$ cat src/rtl/video_bus_master_writer_pkg.sv
// Shared types for the video bus-master writer: FSM states, queued pixel request
// and the (x,y) -> bus address mapping.
package video_bus_pkg;

  localparam int STRIDE_BITS = 10;
  localparam int X_W = 10;
  localparam int Y_W = 9;

  typedef enum logic [1:0] {
    S_IDLE  = 2'd0,
    S_ISSUE = 2'd1,
    S_GAP   = 2'd2
  } bus_state_t;

  typedef struct packed {
    logic           write;
    logic [X_W-1:0] x;
    logic [Y_W-1:0] y;
    logic [7:0]     data;
  } pixel_req_t;

  // Rows are spaced 1024 bytes apart; the sum wraps at 30 bits.
  function automatic logic [29:0] pixel_addr(input logic [29:0]    base,
                                             input logic [X_W-1:0] x,
                                             input logic [Y_W-1:0] y);
    return base + (30'(y) << STRIDE_BITS) + 30'(x);
  endfunction

endpackage

$ cat src/rtl/video_bus_master_writer_fifo.sv
// Show-ahead request FIFO: the head entry is visible combinationally while not empty.
module pixel_req_fifo
  import video_bus_pkg::*;
#(
  parameter int DEPTH = 4
) (
  input  logic       clk,
  input  logic       reset,
  input  logic       i_push,
  input  pixel_req_t i_push_data,
  input  logic       i_pop,
  output pixel_req_t o_head,
  output logic       o_full,
  output logic       o_empty
);

  localparam int AW = $clog2(DEPTH);
  localparam logic [AW:0] FULL_COUNT = (AW + 1)'(DEPTH);

  pixel_req_t     r_mem [DEPTH];
  logic [AW-1:0]  r_wr_ptr;
  logic [AW-1:0]  r_rd_ptr;
  logic [AW:0]    r_count;
  logic           w_do_push;
  logic           w_do_pop;

  assign o_full    = (r_count == FULL_COUNT);
  assign o_empty   = (r_count == '0);
  assign w_do_push = i_push && !o_full;
  assign w_do_pop  = i_pop && !o_empty;
  assign o_head    = r_mem[r_rd_ptr];

  always_ff @(posedge clk) begin
    if (w_do_push) begin
      r_mem[r_wr_ptr] <= i_push_data;
    end
  end

  always_ff @(posedge clk or posedge reset) begin
    if (reset) begin
      r_wr_ptr <= '0;
      r_rd_ptr <= '0;
      r_count  <= '0;
    end else begin
      if (w_do_push) r_wr_ptr <= r_wr_ptr + 1'b1;
      if (w_do_pop)  r_rd_ptr <= r_rd_ptr + 1'b1;
      case ({w_do_push, w_do_pop})
        2'b10:   r_count <= r_count + 1'b1;
        2'b01:   r_count <= r_count - 1'b1;
        default: r_count <= r_count;
      endcase
    end
  end

endmodule

$ cat src/rtl/video_bus_master_writer.sv
// Turns queued (x,y) pixel requests into single-byte bus transactions with
// strobes held until acknowledge, a bounded wait and a mandatory idle gap.
module video_bus_master_writer
  import video_bus_pkg::*;
#(
  parameter logic [29:0] BASE_ADDR  = 30'h0800_0000,
  parameter int          H_RES      = 640,
  parameter int          V_RES      = 480,
  parameter int          FIFO_DEPTH = 4,
  parameter int          TIMEOUT    = 1024
) (
  input  logic        clk,
  input  logic        reset,
  input  logic        req_valid,
  output logic        req_ready,
  input  logic        req_write,
  input  logic [9:0]  req_x,
  input  logic [8:0]  req_y,
  input  logic [7:0]  req_data,
  output logic        rsp_valid,
  output logic [7:0]  rsp_data,
  output logic        busy,
  output logic        err_oob,
  output logic        err_timeout,
  output logic [29:0] bus_address,
  output logic        bus_byte_enable,
  output logic        bus_read,
  output logic        bus_write,
  output logic [7:0]  bus_write_data,
  input  logic        bus_acknowledge,
  input  logic [7:0]  bus_read_data
);

  localparam int CNT_W = $clog2(TIMEOUT + 1);
  localparam logic [CNT_W-1:0] LAST_WAIT = CNT_W'(TIMEOUT - 1);
  localparam logic [31:0] H_LIM = 32'(H_RES);
  localparam logic [31:0] V_LIM = 32'(V_RES);

  pixel_req_t        w_push_req;
  pixel_req_t        w_head;
  logic              w_push;
  logic              w_pop;
  logic              w_full;
  logic              w_empty;
  logic              w_in_range;

  bus_state_t        r_state;
  logic [CNT_W-1:0]  r_wait_cnt;
  logic              r_run;
  logic [29:0]       r_addr;
  logic [7:0]        r_wdata;
  logic              r_bus_read;
  logic              r_bus_write;
  logic              r_byte_en;
  logic              r_rsp_valid;
  logic [7:0]        r_rsp_data;
  logic              r_err_oob;
  logic              r_err_timeout;

  assign w_push_req = '{write: req_write, x: req_x, y: req_y, data: req_data};
  // r_run keeps req_ready low while reset is held and for the release edge.
  assign req_ready  = r_run && !w_full;
  assign w_push     = req_valid && req_ready;
  assign w_pop      = (r_state == S_IDLE) && !w_empty;
  assign w_in_range = ({22'd0, w_head.x} < H_LIM) && ({23'd0, w_head.y} < V_LIM);

  pixel_req_fifo #(
    .DEPTH(FIFO_DEPTH)
  ) u_fifo (
    .clk        (clk),
    .reset      (reset),
    .i_push     (w_push),
    .i_push_data(w_push_req),
    .i_pop      (w_pop),
    .o_head     (w_head),
    .o_full     (w_full),
    .o_empty    (w_empty)
  );

  always_ff @(posedge clk or posedge reset) begin
    if (reset) begin
      r_state       <= S_IDLE;
      r_wait_cnt    <= '0;
      r_run         <= 1'b0;
      r_addr        <= '0;
      r_wdata       <= '0;
      r_bus_read    <= 1'b0;
      r_bus_write   <= 1'b0;
      r_byte_en     <= 1'b0;
      r_rsp_valid   <= 1'b0;
      r_rsp_data    <= '0;
      r_err_oob     <= 1'b0;
      r_err_timeout <= 1'b0;
    end else begin
      r_run         <= 1'b1;
      r_rsp_valid   <= 1'b0;
      r_err_oob     <= 1'b0;
      r_err_timeout <= 1'b0;
      case (r_state)
        S_IDLE: begin
          if (!w_empty) begin
            if (w_in_range) begin
              r_addr      <= pixel_addr(BASE_ADDR, w_head.x, w_head.y);
              r_wdata     <= w_head.write ? w_head.data : 8'h00;
              r_bus_write <= w_head.write;
              r_bus_read  <= !w_head.write;
              r_byte_en   <= 1'b1;
              r_wait_cnt  <= '0;
              r_state     <= S_ISSUE;
            end else begin
              r_err_oob <= 1'b1;
            end
          end
        end
        S_ISSUE: begin
          // Acknowledge is checked first so an ack in the final wait cycle still completes.
          if (bus_acknowledge) begin
            if (r_bus_read) begin
              r_rsp_data  <= bus_read_data;
              r_rsp_valid <= 1'b1;
            end
            r_bus_read  <= 1'b0;
            r_bus_write <= 1'b0;
            r_byte_en   <= 1'b0;
            r_addr      <= '0;
            r_wdata     <= '0;
            r_state     <= S_GAP;
          end else if (r_wait_cnt == LAST_WAIT) begin
            r_err_timeout <= 1'b1;
            r_bus_read    <= 1'b0;
            r_bus_write   <= 1'b0;
            r_byte_en     <= 1'b0;
            r_addr        <= '0;
            r_wdata       <= '0;
            r_state       <= S_GAP;
          end else begin
            r_wait_cnt <= r_wait_cnt + 1'b1;
          end
        end
        S_GAP: begin
          r_state <= S_IDLE;
        end
        default: begin
          r_state <= S_IDLE;
        end
      endcase
    end
  end

  assign busy            = !w_empty || (r_state != S_IDLE);
  assign rsp_valid       = r_rsp_valid;
  assign rsp_data        = r_rsp_data;
  assign err_oob         = r_err_oob;
  assign err_timeout     = r_err_timeout;
  assign bus_address     = r_addr;
  assign bus_byte_enable = r_byte_en;
  assign bus_read        = r_bus_read;
  assign bus_write       = r_bus_write;
  assign bus_write_data  = r_wdata;

endmodule

$ cat config.mk
export PLATFORM = sky130hd
export DESIGN_NAME = video_bus_master_writer
export DESIGN_NICKNAME = d
export VERILOG_FILES = /design/src/rtl/video_bus_master_writer_pkg.sv /design/src/rtl/video_bus_master_writer_fifo.sv /design/src/rtl/video_bus_master_writer.sv
export SDC_FILE = /design/constraint.sdc
export NUM_CORES = 1
export LEC_CHECK = 0
export ABC_AREA = 1
export CAP_MARGIN = 20
export CORE_MARGIN = 3
export CORE_UTILIZATION = 30
export DETAILED_ROUTE_END_ITERATION = 7
export MAX_ROUTING_LAYER = met4
export SYNTH_ARGS = -nofsm -noshare
export SYNTH_HDL_FRONTEND = slang
export SYNTH_SLANG_ARGS = --single-unit
$ cat constraint.sdc
create_clock -name clk -period 7.4 [get_ports clk]
set_input_delay 2.22 -clock clk [delete_from_list [all_inputs] [get_ports clk]]
set_output_delay 2.22 -clock clk [all_outputs]
set_load 0.01 [all_outputs]
==> results.cfg <==
[outcome]
status = complete, no violations

[place]
dp_cells = 1023
pre_cts_slack_ps = 3152
dp_hpwl_mm = 9.732
routabilityCongestion = 0.7926
portBuffers = 83

[synth]
synth_cell_types = 35
yosysTopAreaCell = edfxtp_1
ys_seq_area_frac = 0.6827
yosysTopAreaCellShare = 0.4672
syn_area_um2 = 7199
ys.warnings.count = 0
ys_seq_elements = 174
syn_area_per_cell_um2 = 11.14
netlist_instances = 646
synthTopCellsByArea = edfxtp_1, dfrtp_1, nand2_1

[clock_network]
post-cts-setup-buffer-count = 0
insertion_delay_ps = 420
h-tree-depth = 4
clock-sinks = 174
clockBufferDepth = 2
cts_hold_buf = 0
cts.root.buffer_cell = clkbuf_16
clk_pin_slew_ps = 70
cts-resized-gates = 0
cts_tree = yes
cts_inserted_buffers = 17

[floorplanning]
initial_core_util = 0.3058
rows = 56
die_w_um = 160.9
die_area_um2 = 25890
die_h_um = 160.9
core_um2 = 23540
io_pins = 94

[setup_path]
path_class = register to output port
critPathArrivalTime_ps = 1950
setup.worst_path.start_class = register
reg2reg_from = u_fifo.r_rd_ptr[0]$_DFFE_PP0P_
reg2reg_depth = 10
r2r-end = bus_write_data[2]$_DFFE_PP0P_
crit_path_end_kind = output port
critPathMaxFanout = 4
rrSetupSlack_ps = 4250
required_ps = 5180

[timing]
fin_setup_tns_ps = 0
post-route-period-util = 0.5637
rsz0062_at_grt = no
drv_slew = 0
worst_pin_slew_ps = 961.7
finClkSkew_ps = 8.421
finalHoldViolCount = 0
period_minus_slack_ps = 4172
relSlewSlack = 0.3589
max_freq_ghz = 0.2397
hold_ws_ps = 473.8
setup-violations-final = 0
fin_ws_ps = 3228

[grt]
grt_max_degree = 63
grt_pass1_wl_mm = 25.83
grt-ovfl-total = 0
grt_pass1_vias = 4667
grt_use_total = 0.1317
antenna_found_initial = 0

[pwr]
net-switching-power_mw = 1.331
internal-power_mw = 2.203
p_seq_frac = 0.381
p_leak_nw = 3.482
p_comb_frac = 0.367
power.share.clock = 0.252
power_density_nw_per_um2 = 398.6
worst_ir_drop_vdd_uv = 186.8
p_sw_frac = 0.3767

[layout]
fin_util = 0.3766
antenna_cells = 0
drive_gt1_frac = 0.08424
num-nets-final = 770
instances_no_fill = 1055
area_growth_syn_to_layout_pct = 23.15

[detailed_routing]
routed_via_density = 4.489
firstDrtPassIters = 5
antenna_left = 0
wl_mm = 16.18
vias = 4736
wl_per_cell_um = 15.34
drt_iter0_markers = 331
drc = 0

[worst_hold_path]
hold_path_class = register to register
whs_path_depth = 2
holdPathEnd = bus_address[16]$_DFFE_PP0P_
min_from = bus_address[16]$_DFFE_PP0P_

[run]
cap_viol_max_count = 0
[synth_stat cells, drive strengths merged]
master and instances:
xor2 10, fa 1, o211ai 1, nand2 161, nand4 29, conb 2, xnor2 2, nand3b 1
o22ai 12, clkbuf 11, clkinv 1, buf 31, a31oi 2, dfrtp 62, o21ai 52, a21oi 11
nor2 81, inv 28, ha 6, nand3 23, or2 4, nor3 3, edfxtp 112
[sequential cells by signal, summed over array words and instances (netlist names), 2 cells and up]
name / flops
u_fifo.r_count: 3
r_wait_cnt: 11
u_fifo.r_rd_ptr: 2
bus_address: 20
u_fifo.r_wr_ptr: 2
rsp_data: 8
bus_write_data: 8
u_fifo.r_mem: 112
r_state: 2
[per-stage QoR]
stage	power (mW)	cell area (um^2)
final	3.534	8866
after global routing	3.778	8866
after CTS	3.577	8866
after detailed placement	2.680	8275
after global placement	2.654	8275
after floorplan	2.248	7233
[power groups by stage]
stage | sequential [mW] | clock [mW] | combinational [mW]
2_1_floorplan | 1.37 | 0 | 0.875
3_3_place_gp | 1.37 | 0 | 1.29
3_5_place_dp | 1.37 | 0 | 1.31
4_1_cts | 1.35 | 0.907 | 1.32
5_1_grt | 1.37 | 0.949 | 1.46
6_report | 1.35 | 0.891 | 1.30
[layout make-up]
class / instances / area, um^2
fillers: 2323 / 14680
flip-flops and latches: 174 / 4915
multi-input cells: 410 / 1962
repair buffers: 91 / 890.9
clock buffers: 18 / 429.2
well taps: 319 / 399.1
clock inverters: 14 / 161.4
inverters: 29 / 108.9
[routing by layer]
layer	part of all wire	global-route usage	vias up
met3	0.042	0.03044	12
met1	0.47	0.1691	2292
met4	0.0087	0.03833	0
met2	0.48	0.2100	104
met5	0	-	-
li1	-	-	2328
[worst max-delay path, cell delays in order (launching register included)]
cell             delay, ps
dfrtp_1                410
nor3_2                 460
nand2_1                140
clkdlybuf4s50_1        520
[kinds of logic (layout without fill, tap and decap cells)]
family | after synthesis | count (layout) | share of synthesized area
buffers and inverters | 71 | 152 | 0.05092
XOR/XNOR | 12 | 12 | 0.01460
AND/OR/NAND/NOR | 302 | 302 | 0.1792
adder cells (fa/ha/maj) | 7 | 7 | 0.01321
AO/OA/AOI/OAI | 78 | 78 | 0.05840
flip-flops | 174 | 174 | 0.6827
other | 2 | 11 | 0.001043
[cells in the final DEF (no fill, tap or decap), types with 14 or more instances in the layout]
cell,n
o21ai_1,14
nand2_1,159
clkdlybuf4s50_1,83
inv_1,22
clkbuf_16,17
nand4_1,29
o21ai_0,37
edfxtp_1,112
nor2_1,74
dfrtp_1,62
nand3_1,22
[worst max-delay path by stage]
stage,start,to
2_1_floorplan,req_valid,u_fifo.r_mem[0][0]$_DFFE_PP_
6_report,u_fifo.r_count[0]$_DFFE_PP0P_,busy
5_1_grt,u_fifo.r_count[0]$_DFFE_PP0P_,busy
3_5_place_dp,bus_acknowledge,bus_write_data[0]$_DFFE_PP0P_
4_1_cts,u_fifo.r_count[0]$_DFFE_PP0P_,busy
3_3_place_gp,bus_acknowledge,bus_address[15]$_DFFE_PP0P_
(Power assumes the default switching activity.)
==> variant (same settings) <==
`TIMEOUT`: 1024 -> 2048.
--- a/src/rtl/video_bus_master_writer.sv
+++ b/src/rtl/video_bus_master_writer.sv
@@ -8,5 +8,5 @@
   parameter int          V_RES      = 480,
   parameter int          FIFO_DEPTH = 4,
-  parameter int          TIMEOUT    = 1024
+  parameter int          TIMEOUT    = 2048
 ) (
   input  logic        clk,
Formal check against the unedited RTL: same outputs for any inputs over 4 cycles, from zero or initial values and one cycle with reset high; that may be too few to reach the edited logic, so the function may still have changed.
==> variant against the original RTL <==
  * Via count rose by 1.7%
  * Setup slack improved by 0.23 ns
  * Wire length rose by 0.68%
  * Area after synthesis rose by 0.99%
  * Cell area rose by 0.79%
  * Total power fell by 1.3%
  * Sequential cell count rose by 1
  * Register-to-register slack got worse by 0.50 ns
  * Largest power group unchanged
==> variant: results (changes against the original RTL) <==
| Metric | Value |
|---|---|
| Status | `completed` |
| Net Switching | `1.32 mW (-0.73%)` |
| Static leakage | `3.51 nW (+0.72%)` |
| Largest net degree at the start of global routing | `64 (+1.6%)` |
| Post_cts resized | `0 (unchanged)` |
| Ys Warns | `0 (unchanged)` |
| Ant diodes | `0 (unchanged)` |
| CTS buffer count | `17 (unchanged)` |
| Post-DP HPWL | `10100 µm (+4.1%)` |
| Post-synth top cells | `162 x nand2_1, 112 x edfxtp_1, 82 x nor2_1` |
| Via count | `4816 (+1.7%)` |
| Post-Route Skew | `0.00973 ns (+0.00131 ns)` |
| Routability-driven placement congestion ratio | `0.761 (-3.9%)` |
| CTS Buffer Depth | `2 (unchanged)` |
| Pre-CTS setup slack | `3.13 ns (-0.0188 ns)` |
| Hold depth | `1 (-1)` |
| Worst R2R End | `bus_address[17]` |
| Initial antenna violation count | `0 (unchanged)` |
| DR pass1 iterations | `5 (unchanged)` |
| Max transition margin | `36.9% (+1.1 points)` |
| EDFF count, synth | `112 (unchanged)` |
| Drt wl/cell | `15.2 µm (-1.2%)` |
| Tot GR Track Use | `13.1% (-0.10 points)` |
| Final net count | `790 (+2.6%)` |
| Worst-case reg-to-reg path depth | `13 (+3)` |
| Clk Tree Root Cell | `clkbuf_16` |
| First-pass GRT wire length | `25600 µm (-0.86%)` |
| Hold Crit Endpoint | `u_fifo.r_count[0]` |
| VDD IR-drop max | `0.000205 V (+9.7%)` |
| Post-CTS setup buffer count | `0 (unchanged)` |
| Hold Crit Start | `u_fifo.r_count[0]` |
| Port buffer count | `83 (unchanged)` |
| Crit-path max FO | `3 (-1)` |
| Post-synth ARST share | `36.0% (+0.37 points)` |
| Dominant cells by area after synthesis | `edfxtp_1 46%, dfrtp_1 22%, nand2_1 8.4%` |
| Reg2reg start | `u_fifo.r_rd_ptr[0]` |
| Gate Count Post-Synth | `665 (+2.9%)` |
| Layout cells sized above 1 | `7.67% (-0.75 points)` |
| Non-Filler Instances | `1075 (+1.9%)` |
| Area of placed instances | `0.00836 mm² (+1.0%)` |
| Post-synthesis sequential area ratio | `67.9% (-0.33 points)` |
| F_max | `254 MHz (+5.8%)` |
| Synth unique cells | `30 (-14%)` |
| # fillers | `2323 (unchanged)` |
| Largest Register | `u_fifo.r_mem` |
| Worst hold slack | `0.479 ns (+0.00469 ns)` |
| Vias in the first global route | `4670 (+0.064%)` |
| DR iter-0 viols | `288 (-13%)` |
| Critical Path RT | `5.18 ns (about the same)` |
| Reg clk slew, reported paths | `0.07 ns (about the same)` |
| Max reg flops | `112 (unchanged)` |
| Worst hold path type | `register to register` |
| Power Density | `390 mW/mm² (-2.0%)` |
| H-tree levels | `4 (unchanged)` |
| Worst R2R Setup Slack | `3.75 ns (-0.50 ns)` |
| Placed Cells | `1043 (+2.0%)` |
| Clk_lat worst skew | `0.43 ns` |
## variant: worst max-delay path by stage
stage | startpoint | end | slack (ns) | depth (start not counted)
3_3_place_gp | bus_acknowledge | bus_address[6] | 2.80 | 7
2_1_floorplan | req_valid | u_fifo.r_mem[0][0] | 3.38 | 2
5_1_grt | u_fifo.r_rd_ptr[0] | bus_address[9] | 3.30 | 13
6_report | u_fifo.r_count[1] | req_ready | 3.46 | 3
4_1_cts | u_fifo.r_count[1] | req_ready | 3.40 | 3
3_5_place_dp | bus_acknowledge | bus_address[12] | 3.13 | 8
## variant: kinds of logic (layout without fill, tap and decap cells)
group	count (synthesis)	count (layout)	synth area share, %
other	2	11	0.103
buffers and inverters	76	158	5.32
AO/OA/AOI/OAI	80	80	5.77
flip-flops	175	175	67.9
XOR/XNOR	11	11	1.33
AND/OR/NAND/NOR	314	314	18.2
adder cells (fa/ha/maj)	7	7	1.31
## variant: critical path: stages (launching register included)
cell and delay (ns):
dfrtp_1 0.35, inv_1 0.08, a31oi_1 0.27, clkdlybuf4s50_1 0.59
## variant: final cells by class
cell class                 count  area, µm²  area share (%)
clock buffer                  18        429            4.80
clock inverter                14        146            1.64
inverter                      34        128            1.43
multi-input combinational    423       1990            22.2
sequential                   175       4940            55.3
tap                          319        399            4.47
timing repair buffer          92        906            10.1
## variant: power groups by stage
stage,Sequential [mW],Clock (mW),Combinational (mW)
3_5_place_dp,1.36,0,1.31
5_1_grt,1.35,0.930,1.46
4_1_cts,1.34,0.883,1.31
3_3_place_gp,1.36,0,1.27
6_report,1.33,0.865,1.29
2_1_floorplan,1.37,0,0.842
## variant: per-layer routing
metal	GRT usage, %	vias up	routed length, µm
met3	3.19	22	1010
met5	-	-	0
li1	-	2392	-
met4	4.73	0	295
met2	20.6	139	7650
met1	16.5	2263	7340
